[src/rtl/raid_pkg.sv]
// Shared types and constants for the RAID stripe parity datapath
// (parity calculator on the write side, reconstructor on the read side).
package raid_pkg;

  localparam int unsigned DEF_DATA_W = 12;
  localparam int unsigned DEF_ADDR_W = 8;
  localparam int unsigned DEF_CNT_W  = 16;
  localparam int unsigned FAIL_W     = 3;

  localparam int unsigned FAIL_D0 = 0;
  localparam int unsigned FAIL_D1 = 1;
  localparam int unsigned FAIL_P  = 2;

  typedef enum logic [1:0] {
    ST_OK       = 2'b00,
    ST_REBUILT  = 2'b01,
    ST_MISMATCH = 2'b10,
    ST_UNRECOV  = 2'b11
  } status_t;

  typedef enum logic [1:0] {
    S_IDLE = 2'b00,
    S_EVAL = 2'b01,
    S_HOLD = 2'b10
  } state_t;

  // Number of failed drives flagged in a mask.
  function automatic logic [1:0] fail_count(input logic [FAIL_W-1:0] mask);
    return 2'(mask[FAIL_D0]) + 2'(mask[FAIL_D1]) + 2'(mask[FAIL_P]);
  endfunction

endpackage

[src/rtl/parity_reconstructor.sv]
// Read-path stripe checker: verifies D0^D1 == P, rebuilds a single lost data
// word from the survivor and parity, or flags the stripe unrecoverable.
module parity_reconstructor
  import raid_pkg::*;
#(
  parameter int unsigned DATA_W = DEF_DATA_W,
  parameter int unsigned ADDR_W = DEF_ADDR_W,
  parameter int unsigned CNT_W  = DEF_CNT_W
) (
  input  logic              clk,
  input  logic              reset,
  input  logic              in_valid,
  output logic              in_ready,
  input  logic [ADDR_W-1:0] address_in,
  input  logic [DATA_W-1:0] D0_in,
  input  logic [DATA_W-1:0] D1_in,
  input  logic [DATA_W-1:0] P_in,
  input  logic [FAIL_W-1:0] fail_mask,
  output logic              out_valid,
  input  logic              out_ready,
  output logic [ADDR_W-1:0] address_out,
  output logic [DATA_W-1:0] D0_out,
  output logic [DATA_W-1:0] D1_out,
  output logic [1:0]        status,
  output logic [CNT_W-1:0]  mismatch_cnt,
  output logic [CNT_W-1:0]  rebuild_cnt,
  input  logic              clear_cnt
);

  state_t              state;
  state_t              state_nxt;
  status_t             status_q;

  logic [ADDR_W-1:0]   addr_q;
  logic [DATA_W-1:0]   d0_q;
  logic [DATA_W-1:0]   d1_q;
  logic [DATA_W-1:0]   p_q;
  logic [FAIL_W-1:0]   mask_q;

  logic [DATA_W-1:0]   res_d0;
  logic [DATA_W-1:0]   res_d1;
  status_t             res_status;
  logic                inc_mis;
  logic                inc_reb;

  assign status = status_q;

  // Rebuild selection on the captured stripe.
  always_comb begin
    res_d0     = d0_q;
    res_d1     = d1_q;
    res_status = ST_OK;
    inc_mis    = 1'b0;
    inc_reb    = 1'b0;
    if (fail_count(mask_q) > 2'd1) begin
      res_d0     = '0;
      res_d1     = '0;
      res_status = ST_UNRECOV;
    end else if (mask_q[FAIL_D0]) begin
      res_d0     = d1_q ^ p_q;
      res_status = ST_REBUILT;
      inc_reb    = 1'b1;
    end else if (mask_q[FAIL_D1]) begin
      res_d1     = d0_q ^ p_q;
      res_status = ST_REBUILT;
      inc_reb    = 1'b1;
    end else if (mask_q[FAIL_P]) begin
      // Parity drive lost: nothing to check against, data passes through.
      res_status = ST_OK;
    end else if ((d0_q ^ d1_q) != p_q) begin
      res_status = ST_MISMATCH;
      inc_mis    = 1'b1;
    end
  end

  // Next-state logic.
  always_comb begin
    state_nxt = state;
    case (state)
      S_IDLE:  if (in_valid && in_ready) state_nxt = S_EVAL;
      S_EVAL:  state_nxt = S_HOLD;
      S_HOLD:  if (out_ready) state_nxt = S_IDLE;
      default: state_nxt = S_IDLE;
    endcase
  end

  // FSM state, capture, result and statistics registers.
  always_ff @(posedge clk or posedge reset) begin
    if (reset) begin
      state        <= S_IDLE;
      in_ready     <= 1'b1;
      out_valid    <= 1'b0;
      addr_q       <= '0;
      d0_q         <= '0;
      d1_q         <= '0;
      p_q          <= '0;
      mask_q       <= '0;
      address_out  <= '0;
      D0_out       <= '0;
      D1_out       <= '0;
      status_q     <= ST_OK;
      mismatch_cnt <= '0;
      rebuild_cnt  <= '0;
    end else begin
      state    <= state_nxt;
      in_ready <= (state_nxt == S_IDLE);

      case (state)
        S_IDLE: begin
          if (in_valid && in_ready) begin
            addr_q <= address_in;
            d0_q   <= D0_in;
            d1_q   <= D1_in;
            p_q    <= P_in;
            mask_q <= fail_mask;
          end
        end
        S_EVAL: begin
          address_out <= addr_q;
          D0_out      <= res_d0;
          D1_out      <= res_d1;
          status_q    <= res_status;
          out_valid   <= 1'b1;
        end
        S_HOLD: begin
          if (out_ready) begin
            address_out <= '0;
            D0_out      <= '0;
            D1_out      <= '0;
            status_q    <= ST_OK;
            out_valid   <= 1'b0;
          end
        end
        default: begin
          out_valid <= 1'b0;
        end
      endcase

      // Clear beats a same-cycle increment; counters stick at all-ones.
      if (clear_cnt) begin
        mismatch_cnt <= '0;
        rebuild_cnt  <= '0;
      end else if (state == S_EVAL) begin
        if (inc_mis && (mismatch_cnt != '1)) mismatch_cnt <= mismatch_cnt + CNT_W'(1);
        if (inc_reb && (rebuild_cnt != '1))  rebuild_cnt  <= rebuild_cnt + CNT_W'(1);
      end
    end
  end

endmodule

[config.mk]
export PLATFORM = sky130hd
export DESIGN_NAME = parity_reconstructor
export DESIGN_NICKNAME = d
export VERILOG_FILES = /design/src/rtl/raid_pkg.sv /design/src/rtl/parity_reconstructor.sv
export SDC_FILE = /design/constraint.sdc
export NUM_CORES = 1
export LEC_CHECK = 0
export ABC_CLOCK_PERIOD_IN_PS = 4600
export CAP_MARGIN = 10
export CORE_MARGIN = 4
export CORE_UTILIZATION = 35
export DETAILED_ROUTE_END_ITERATION = 12
export HOLD_SLACK_MARGIN = 0.03
export PLACE_DENSITY = 0.61
export REMOVE_ABC_BUFFERS = 1
export SETUP_SLACK_MARGIN = 0.1
export SLEW_MARGIN = 0
export SYNTH_ARGS = -nofsm -noshare
export SYNTH_HDL_FRONTEND = slang
export SYNTH_SLANG_ARGS = --single-unit
[constraint.sdc]
create_clock -name clk -period 4.6 [get_ports clk]
set_input_delay 0.92 -clock clk [delete_from_list [all_inputs] [get_ports clk]]
set_output_delay 0.92 -clock clk [all_outputs]
set_load 0.1 [all_outputs]
==> results of run 1 <==
[path summary, 6_finish.rpt]
| check | start | to |
|---|---|---|
| worst max-delay path | mismatch_cnt[4]$_DFFE_PP0P_ | mismatch_cnt[4] |
| worst min-delay path | D0_out[0]$_DFFE_PP0P_ | D0_out[0]$_DFFE_PP0P_ |
| worst max register to register | state[0]$_DFF_PP0_ | mismatch_cnt[12]$_DFFE_PP0P_ |
| worst min register to register | D0_out[0]$_DFFE_PP0P_ | D0_out[0]$_DFFE_PP0P_ |
| max in group asynchronous | reset | d1_q[10]$_DFFE_PP0P_ |
| min in group asynchronous | reset | mismatch_cnt[0]$_DFFE_PP0P_ |
[state kept, by name, indices dropped and copies added, names as in the netlist]
name	flops
out_valid	1
in_ready	1
mismatch_cnt	16
D1_out	12
addr_q	8
address_out	8
rebuild_cnt	16
state	2
D0_out	12
status	2
mask_q	3
d1_q	12
p_q	12
d0_q	12
[metal layers]
| layer | track usage (%) | share of wire [%] | vias to the layer above |
|---|---|---|---|
| li1 | - | - | 2072 |
| met1 | 21.1 | 45 | 2150 |
| met2 | 25.2 | 47 | 127 |
| met3 | 5.31 | 6.5 | 21 |
| met4 | 5.88 | 1.6 | 0 |
| met5 | 0 | 0 | - |
[through the flow]
stage | total power [mW] | setup WS (ns) | setup TNS (ns) | utilization, % | cells
6_report | 5.45 | 1.62 | 0 | 47.8 | 854
5_1_grt | 5.76 | 1.56 | 0 | 47.8 | 854
4_1_cts | 5.51 | 1.60 | 0 | 47.8 | 854
3_5_place_dp | 4.27 | 1.94 | 0 | 44.4 | 826
3_3_place_gp | 4.21 | 1.96 | 0 | 44.4 | 826
2_1_floorplan | 3.64 | -0.287 | -13.58 | - | 485
[logic make-up (layout without fill, tap and decap cells)]
| kind of cell | after synthesis | in the layout | synth area share, % |
|---|---|---|---|
| and+or+nand+nor | 152 | 152 | 14.1 |
| DFF | 117 | 117 | 51.8 |
| AOI/OAI and AO/OA | 113 | 113 | 11.3 |
| muxes | 49 | 49 | 9.73 |
| xor gates and xnor gates | 44 | 44 | 9.73 |
| buffers and inverters | 35 | 160 | 2.70 |
| adders and majority gates | 3 | 3 | 0.663 |
[power by group through the flow]
stage | logic (mW) | clock network, mW | registers (mW)
after floorplan | 1.18 | 0 | 2.46
after global placement | 2.50 | 0 | 1.71
after detailed placement | 2.55 | 0 | 1.73
after CTS | 2.56 | 1.23 | 1.72
after global routing | 2.71 | 1.29 | 1.77
final | 2.53 | 1.20 | 1.71
[cell usage after synthesis, types with 2 or more instances]
cell type                    n
sky130_fd_sc_hd__and4_1      3
sky130_fd_sc_hd__clkbuf_1   19
sky130_fd_sc_hd__a22o_1      9
sky130_fd_sc_hd__buf_4       2
sky130_fd_sc_hd__nand3_1    12
sky130_fd_sc_hd__xnor2_1    32
sky130_fd_sc_hd__buf_2       5
sky130_fd_sc_hd__or3_1      12
sky130_fd_sc_hd__nor2_1     26
sky130_fd_sc_hd__nor4_1      2
sky130_fd_sc_hd__and3_1      2
sky130_fd_sc_hd__and2_1      2
sky130_fd_sc_hd__a211oi_1    3
sky130_fd_sc_hd__a21oi_1    36
sky130_fd_sc_hd__nand4_1    17
sky130_fd_sc_hd__nand2_1    46
sky130_fd_sc_hd__nor2b_1     3
sky130_fd_sc_hd__inv_1       7
sky130_fd_sc_hd__o21ai_0    52
sky130_fd_sc_hd__xnor3_1    12
sky130_fd_sc_hd__dfrtp_1   116
sky130_fd_sc_hd__o31ai_1     8
sky130_fd_sc_hd__nor3_2      2
sky130_fd_sc_hd__ha_1        3
sky130_fd_sc_hd__nor3_1      6
sky130_fd_sc_hd__or4_1      10
sky130_fd_sc_hd__mux2_2     47
[final cells by class]
| cell class | instances | area [um^2] |
|---|---|---|
| Clock buffer | 24 | 482 |
| Clock inverter | 4 | 50.0 |
| Fill cell | 1491 | 8290 |
| Inverter | 7 | 28.8 |
| Multi-Input combinational cell | 361 | 2600 |
| Sequential cell | 117 | 2930 |
| Tap cell | 216 | 270 |
| Timing Repair Buffer | 125 | 1240 |
==> metrics.cfg, run 1 <==
[clocking]
cts_sinks=117
tritoncts=built
htree_levels=4
post_cts_resized=0
clock-root-buffer=sky130_fd_sc_hd__clkbuf_16
cts.repair_timing.setup_buffer_count=0
total_cts_buffers=17
holdBufCountCts=0
cts_max_path_buffers=2
cts.reportedPaths.clkPinSlew_ns=0.05
clk-insertion-delay-late_ns=0.41

[power_and_ir_drop]
irDropWorstVdd_mv=0.589
power.static_leakage_nw=3.05
switchingPower_mw=2.28
power.share.combinational_pct=46.4
netSwitchingFraction_pct=42.0
power.density_cell_area_nw_per_um2=717
internal_power_mw=3.16
seqPwrFrac_pct=31.5
clock_power_share_pct=22.1

[final_layout]
synthToLayoutAreaGrowth_pct=34.2
final_cell_mix=sky130_fd_sc_hd__clkdlybuf4s50_1 (119), sky130_fd_sc_hd__dfrtp_1 (116), sky130_fd_sc_hd__o21ai_0 (52), sky130_fd_sc_hd__mux2_2 (47), sky130_fd_sc_hd__nand2_1 (46)
stdcell_area_um2=7590
ratio_of_cells_with_drive_above_1_in_the_final_layout_pct=14.1
mostFrequentLayoutCell=sky130_fd_sc_hd__clkdlybuf4s50_1
nets=684
n_antenna_cell=0

[sta]
fmax_ghz=0.335
finalMaxSlewViolations=0
timing.final.crit_share_pct=64.9
timing.hold.ws_ns=0.483
timing.final.crit_period_ns=2.98
timing.max_slew.rel_slack_pct=29.3
hold_viol_final=0
rsz0062_at_grt=no
setup_viol_count_final=0
worst_pin_slew_ns=1.06
fin_skew_ns=0.00443

[drt]
finalWirelength_mm=14.3
first_pass_drt_iterations=4
drcViolationCount=0
dr_total_vias=4370
viasPerCell=5.12
drt_iter0_markers=260
route.detailed.wl_per_inst_um=16.7
antenna_left=0

[yosys]
synth-async-reset-ratio_pct=100
post_synth_main_area_contributors=sky130_fd_sc_hd__dfrtp_1 (51%), sky130_fd_sc_hd__mux2_2 (9.4%), sky130_fd_sc_hd__xnor2_1 (5.0%)
post-synth-top-area-fraction_pct=51.3
post_synth.cell_area_avg_um2=11.0
postSynthRegisterBits=117
ys.warnings.count=0
syn_inst=513
post-synth-top-area-cell=sky130_fd_sc_hd__dfrtp_1
synth.yosys.seq_area_share_pct=51.8
postSynth.topFlopCell=sky130_fd_sc_hd__dfrtp_1
syn-cell-area_um2=5660
synth_edf_count=0
synth.distinct_cells=46

[critical_path]
criticalPathCategory=reg2out
critical_path_depth=1
cp_data_required_time_ns=3.68
arrival_ns=2.06
ff2ff_setup_slack_ns=2.03
crit_path_top_delay_cell=sky130_fd_sc_hd__clkdlybuf4s50_1
ff2ff_path_depth=5
critical_path.cell_chain=clkdlybuf4s50_1
cp.buffers_inverters=1
critical_path.max_stage_delay_ns=1.19
worst-path-max-fanout=7
crit_start_category=flip-flop
critPathCaptureType=primary output
critical-path-top-delay-family=buffers and inverters

[status]
status=completed

[global_route]
maximum_number_of_pins_on_one_net_before_global_route_repair=82
wire_length_of_the_first_global_routing_pass_mm=22.9
number_of_global_route_vias_before_repair=4469
grt_antenna_before_repair=0
grt.overflow.total=0
grtUsageTotal_pct=16.2

[floorplan]
die-area_um2=18300
fp.dieH_um=135
floorplan.initialDensity_pct=35.6
rows=46
boundaryPins=120
chipWidth_um=135
core_area_um2=15900

[placed_design]
io_buffer_count=119
detailedPlacementHpwl_mm=9.63
gp_congestion=0.776
place_area_um2=7060

[run]
cap_violations=0

[min_path]
worstHoldPathType=reg2reg
min_path_cells=2

(Power assumes the default switching activity.)
==> run 2: changes to the inputs <==
--- a/config.mk
+++ b/config.mk
@@ -5,13 +5,13 @@
 export SDC_FILE = /design/constraint.sdc
 export NUM_CORES = 1
 export LEC_CHECK = 0
-export ABC_CLOCK_PERIOD_IN_PS = 4600
+export ABC_CLOCK_PERIOD_IN_PS = 2650
 export CAP_MARGIN = 10
 export CORE_MARGIN = 4
 export CORE_UTILIZATION = 35
 export DETAILED_ROUTE_END_ITERATION = 12
 export HOLD_SLACK_MARGIN = 0.03
-export PLACE_DENSITY = 0.61
+export PLACE_DENSITY = 0.64
 export REMOVE_ABC_BUFFERS = 1
 export SETUP_SLACK_MARGIN = 0.1
 export SLEW_MARGIN = 0
==> constraint.sdc (replaced) <==
create_clock -name clk -period 2.65 [get_ports clk]
set_input_delay 0.53 -clock clk [delete_from_list [all_inputs] [get_ports clk]]
set_output_delay 0.53 -clock clk [all_outputs]
set_load 0.1 [all_outputs]
==> run 2 against run 1 <==
Compared with the run above: combinational power is 74% higher; sequential share of layout area grew 0.096 points; setup slack worse by 1.2 ns; clock power is 90% higher; total power is 77% higher; sequential power increased by 74%; register-to-register slack worse by 1.6 ns; critical path type is now reg2reg; critical endpoint is now mismatch_cnt[8]$_DFFE_PP0P_.
==> metrics.cfg, run 2 (same netlist as run 1, synthesis figures left out) <==
[status]
status=completed

[final_layout]
ratio_of_cells_with_drive_above_1_in_the_final_layout_pct=26.7  ; +13 points
nets=693  ; +1.3%
final_cell_mix=sky130_fd_sc_hd__dfrtp_1 (116), sky130_fd_sc_hd__buf_4 (81), sky130_fd_sc_hd__o21ai_0 (52), sky130_fd_sc_hd__clkdlybuf4s50_1 (51), sky130_fd_sc_hd__mux2_2 (47)
top_regs=mismatch_cnt x16, rebuild_cnt x16
multiInputGateArea_um2=2590  ; about the same
mostFrequentLayoutCell=sky130_fd_sc_hd__dfrtp_1
fillerInstances=1486  ; -0.34%
synthToLayoutAreaGrowth_pct=33.8
seqCellArea_um2=2930  ; unchanged
n_antenna_cell=0  ; unchanged

[floorplan]
chipWidth_um=135  ; unchanged
floorplan.initialDensity_pct=35.6  ; unchanged
core_area_um2=15900  ; unchanged
rows=46  ; unchanged
boundaryPins=120  ; unchanged
die-area_um2=18300  ; unchanged
fp.dieH_um=135  ; unchanged

[clocking]
htree_levels=4  ; unchanged
holdBufCountCts=0  ; unchanged
tritoncts=built
cts_max_path_buffers=2  ; unchanged
cts.reportedPaths.clkPinSlew_ns=0.06  ; about the same
post_cts_resized=0  ; unchanged
total_cts_buffers=17  ; unchanged
cts.repair_timing.setup_buffer_count=0  ; unchanged
cts_sinks=117  ; unchanged
clk-insertion-delay-late_ns=0.41  ; about the same
clock-root-buffer=sky130_fd_sc_hd__clkbuf_16

[sta]
timing.hold.ws_ns=0.490  ; +0.00688 ns
hold_viol_final=0  ; unchanged
fmax_ghz=0.454
setup_viol_count_final=0  ; unchanged
timing.max_slew.rel_slack_pct=63.2  ; +34 points
finalMaxSlewViolations=0  ; unchanged
timing.final.crit_period_ns=2.20
fin_skew_ns=0.00563  ; +0.00120 ns
timing.final.crit_share_pct=83.2
rsz0062_at_grt=no
worst_pin_slew_ns=0.550  ; -0.511 ns

[critical_path]
ff2ff_path_depth=6  ; +1
ff2ff_setup_slack_ns=0.45  ; -1.58 ns
critical_path.cell_chain=ha_1 > a21oi_1 > and2_1 > nand3_4 > or4_1 > a21oi_1
worst-path-max-fanout=9  ; +2
critical_path.max_stage_delay_ns=0.49  ; -0.70 ns
criticalPathCategory=reg2reg
critical_path.reg2reg.endpoint=mismatch_cnt[8]$_DFFE_PP0P_
crit_start_category=flip-flop
critPathCaptureType=flip-flop
arrival_ns=2.53  ; +0.47 ns
timing.rr.start=mask_q[2]$_DFFE_PP0P_
crit_path_top_delay_cell=sky130_fd_sc_hd__or4_1
cp_data_required_time_ns=2.98  ; -0.70 ns
worst_path_most_repeated_cell=sky130_fd_sc_hd__a21oi_1

[placed_design]
detailedPlacementHpwl_mm=9.93  ; +3.1%
gp_congestion=0.802  ; +3.3%
io_buffer_count=119  ; unchanged

[global_route]
grtUsageTotal_pct=16.0  ; -0.20 points
grt_antenna_before_repair=1  ; +1
maximum_number_of_pins_on_one_net_before_global_route_repair=50  ; -39%
number_of_global_route_vias_before_repair=4433  ; -0.81%
grt.overflow.total=0  ; unchanged
wire_length_of_the_first_global_routing_pass_mm=23.0  ; +0.42%

[drt]
first_pass_drt_iterations=4  ; unchanged
drt_iter0_markers=215  ; -17%
viasPerCell=5.03  ; -1.7%
antenna_left=0  ; unchanged
finalWirelength_mm=14.1  ; -1.5%
route.detailed.wl_per_inst_um=16.2  ; -2.9%
dr_total_vias=4361  ; -0.21%
drcViolationCount=0  ; unchanged

[power_and_ir_drop]
total_power_of_the_final_layout_mw=9.65  ; +77%
power.static_leakage_nw=3.24  ; +6.2%
power.density_cell_area_nw_per_um2=1270  ; +78%
irDropWorstVdd_mv=0.742  ; +26%

[run]
cap_violations=0  ; unchanged

[min_path]
min_path_cells=2  ; unchanged
worst_hold_startpoint=D1_out[11]$_DFFE_PP0P_
timing.hold.worst_endpoint=D1_out[11]$_DFFE_PP0P_
worstHoldPathType=reg2reg

-- run 2: how the worst max path moves through the flow --
stage,cells past startpoint,slack (ns),from,end
CTS,6,0.43,mask_q[2]$_DFFE_PP0P_,mismatch_cnt[8]$_DFFE_PP0P_
floorplan,3,-2.20,in_ready$_DFF_PP1_,addr_q[0]$_DFFE_PP0P_
global route,7,0.29,mask_q[2]$_DFFE_PP0P_,rebuild_cnt[13]$_DFFE_PP0P_
detailed placement,6,0.46,mask_q[2]$_DFFE_PP0P_,mismatch_cnt[8]$_DFFE_PP0P_
finish,6,0.45,mask_q[2]$_DFFE_PP0P_,mismatch_cnt[8]$_DFFE_PP0P_
global placement,7,0.52,mask_q[2]$_DFFE_PP0P_,rebuild_cnt[13]$_DFFE_PP0P_
-- run 2: report_power, final --
group          switching, mW  leakage, nW  internal (mW)
combinational           2.64         1.48           1.77
clock                  0.863        0.271           1.41
sequential             0.590         1.49           2.38
-- run 2: layout make-up --
class | count | share of cell area, %
timing repair buffer | 134 | 15.3
clock inverter | 14 | 2.03
inverter | 7 | 0.380
multi-input combinational | 361 | 34.2
sequential | 117 | 38.7
tap | 216 | 3.57
clock buffer | 18 | 5.80
-- run 2: worst max-delay path, delay by kind of cell, from the launching register on --
family                     cells  cell delay, ns
AOI/OAI and AO/OA              2            0.38
and+or+nand+nor                3            1.04
adders and majority gates      1            0.29
DFF                            1            0.41
-- run 2: metal layers --
| layer | wire length, um | vias up | share of wire [%] | global-route usage, % |
|---|---|---|---|---|
| li1 | - | 2096 | - | - |
| met2 | 6730 | 106 | 48 | 24.8 |
| met5 | 8 | - | 0.057 | 0 |
| met4 | 200 | 2 | 1.4 | 5.15 |
| met1 | 6340 | 2139 | 45 | 21.3 |
| met3 | 815 | 18 | 5.8 | 5.16 |
-- run 2: per-stage QoR --
stage / setup TNS [ns] / setup WS (ns) / std cells / util, % / instance area (um^2)
CTS: 0 / 0.430 / 867 / 47.7 / 7570
floorplan: -221.16 / -2.20 / 485 / - / 5530
detailed placement: 0 / 0.456 / 835 / 43.9 / 6980
finish: 0 / 0.446 / 867 / 47.7 / 7570
global route: 0 / 0.289 / 867 / 47.7 / 7570
global placement: 0 / 0.515 / 835 / 43.9 / 6980
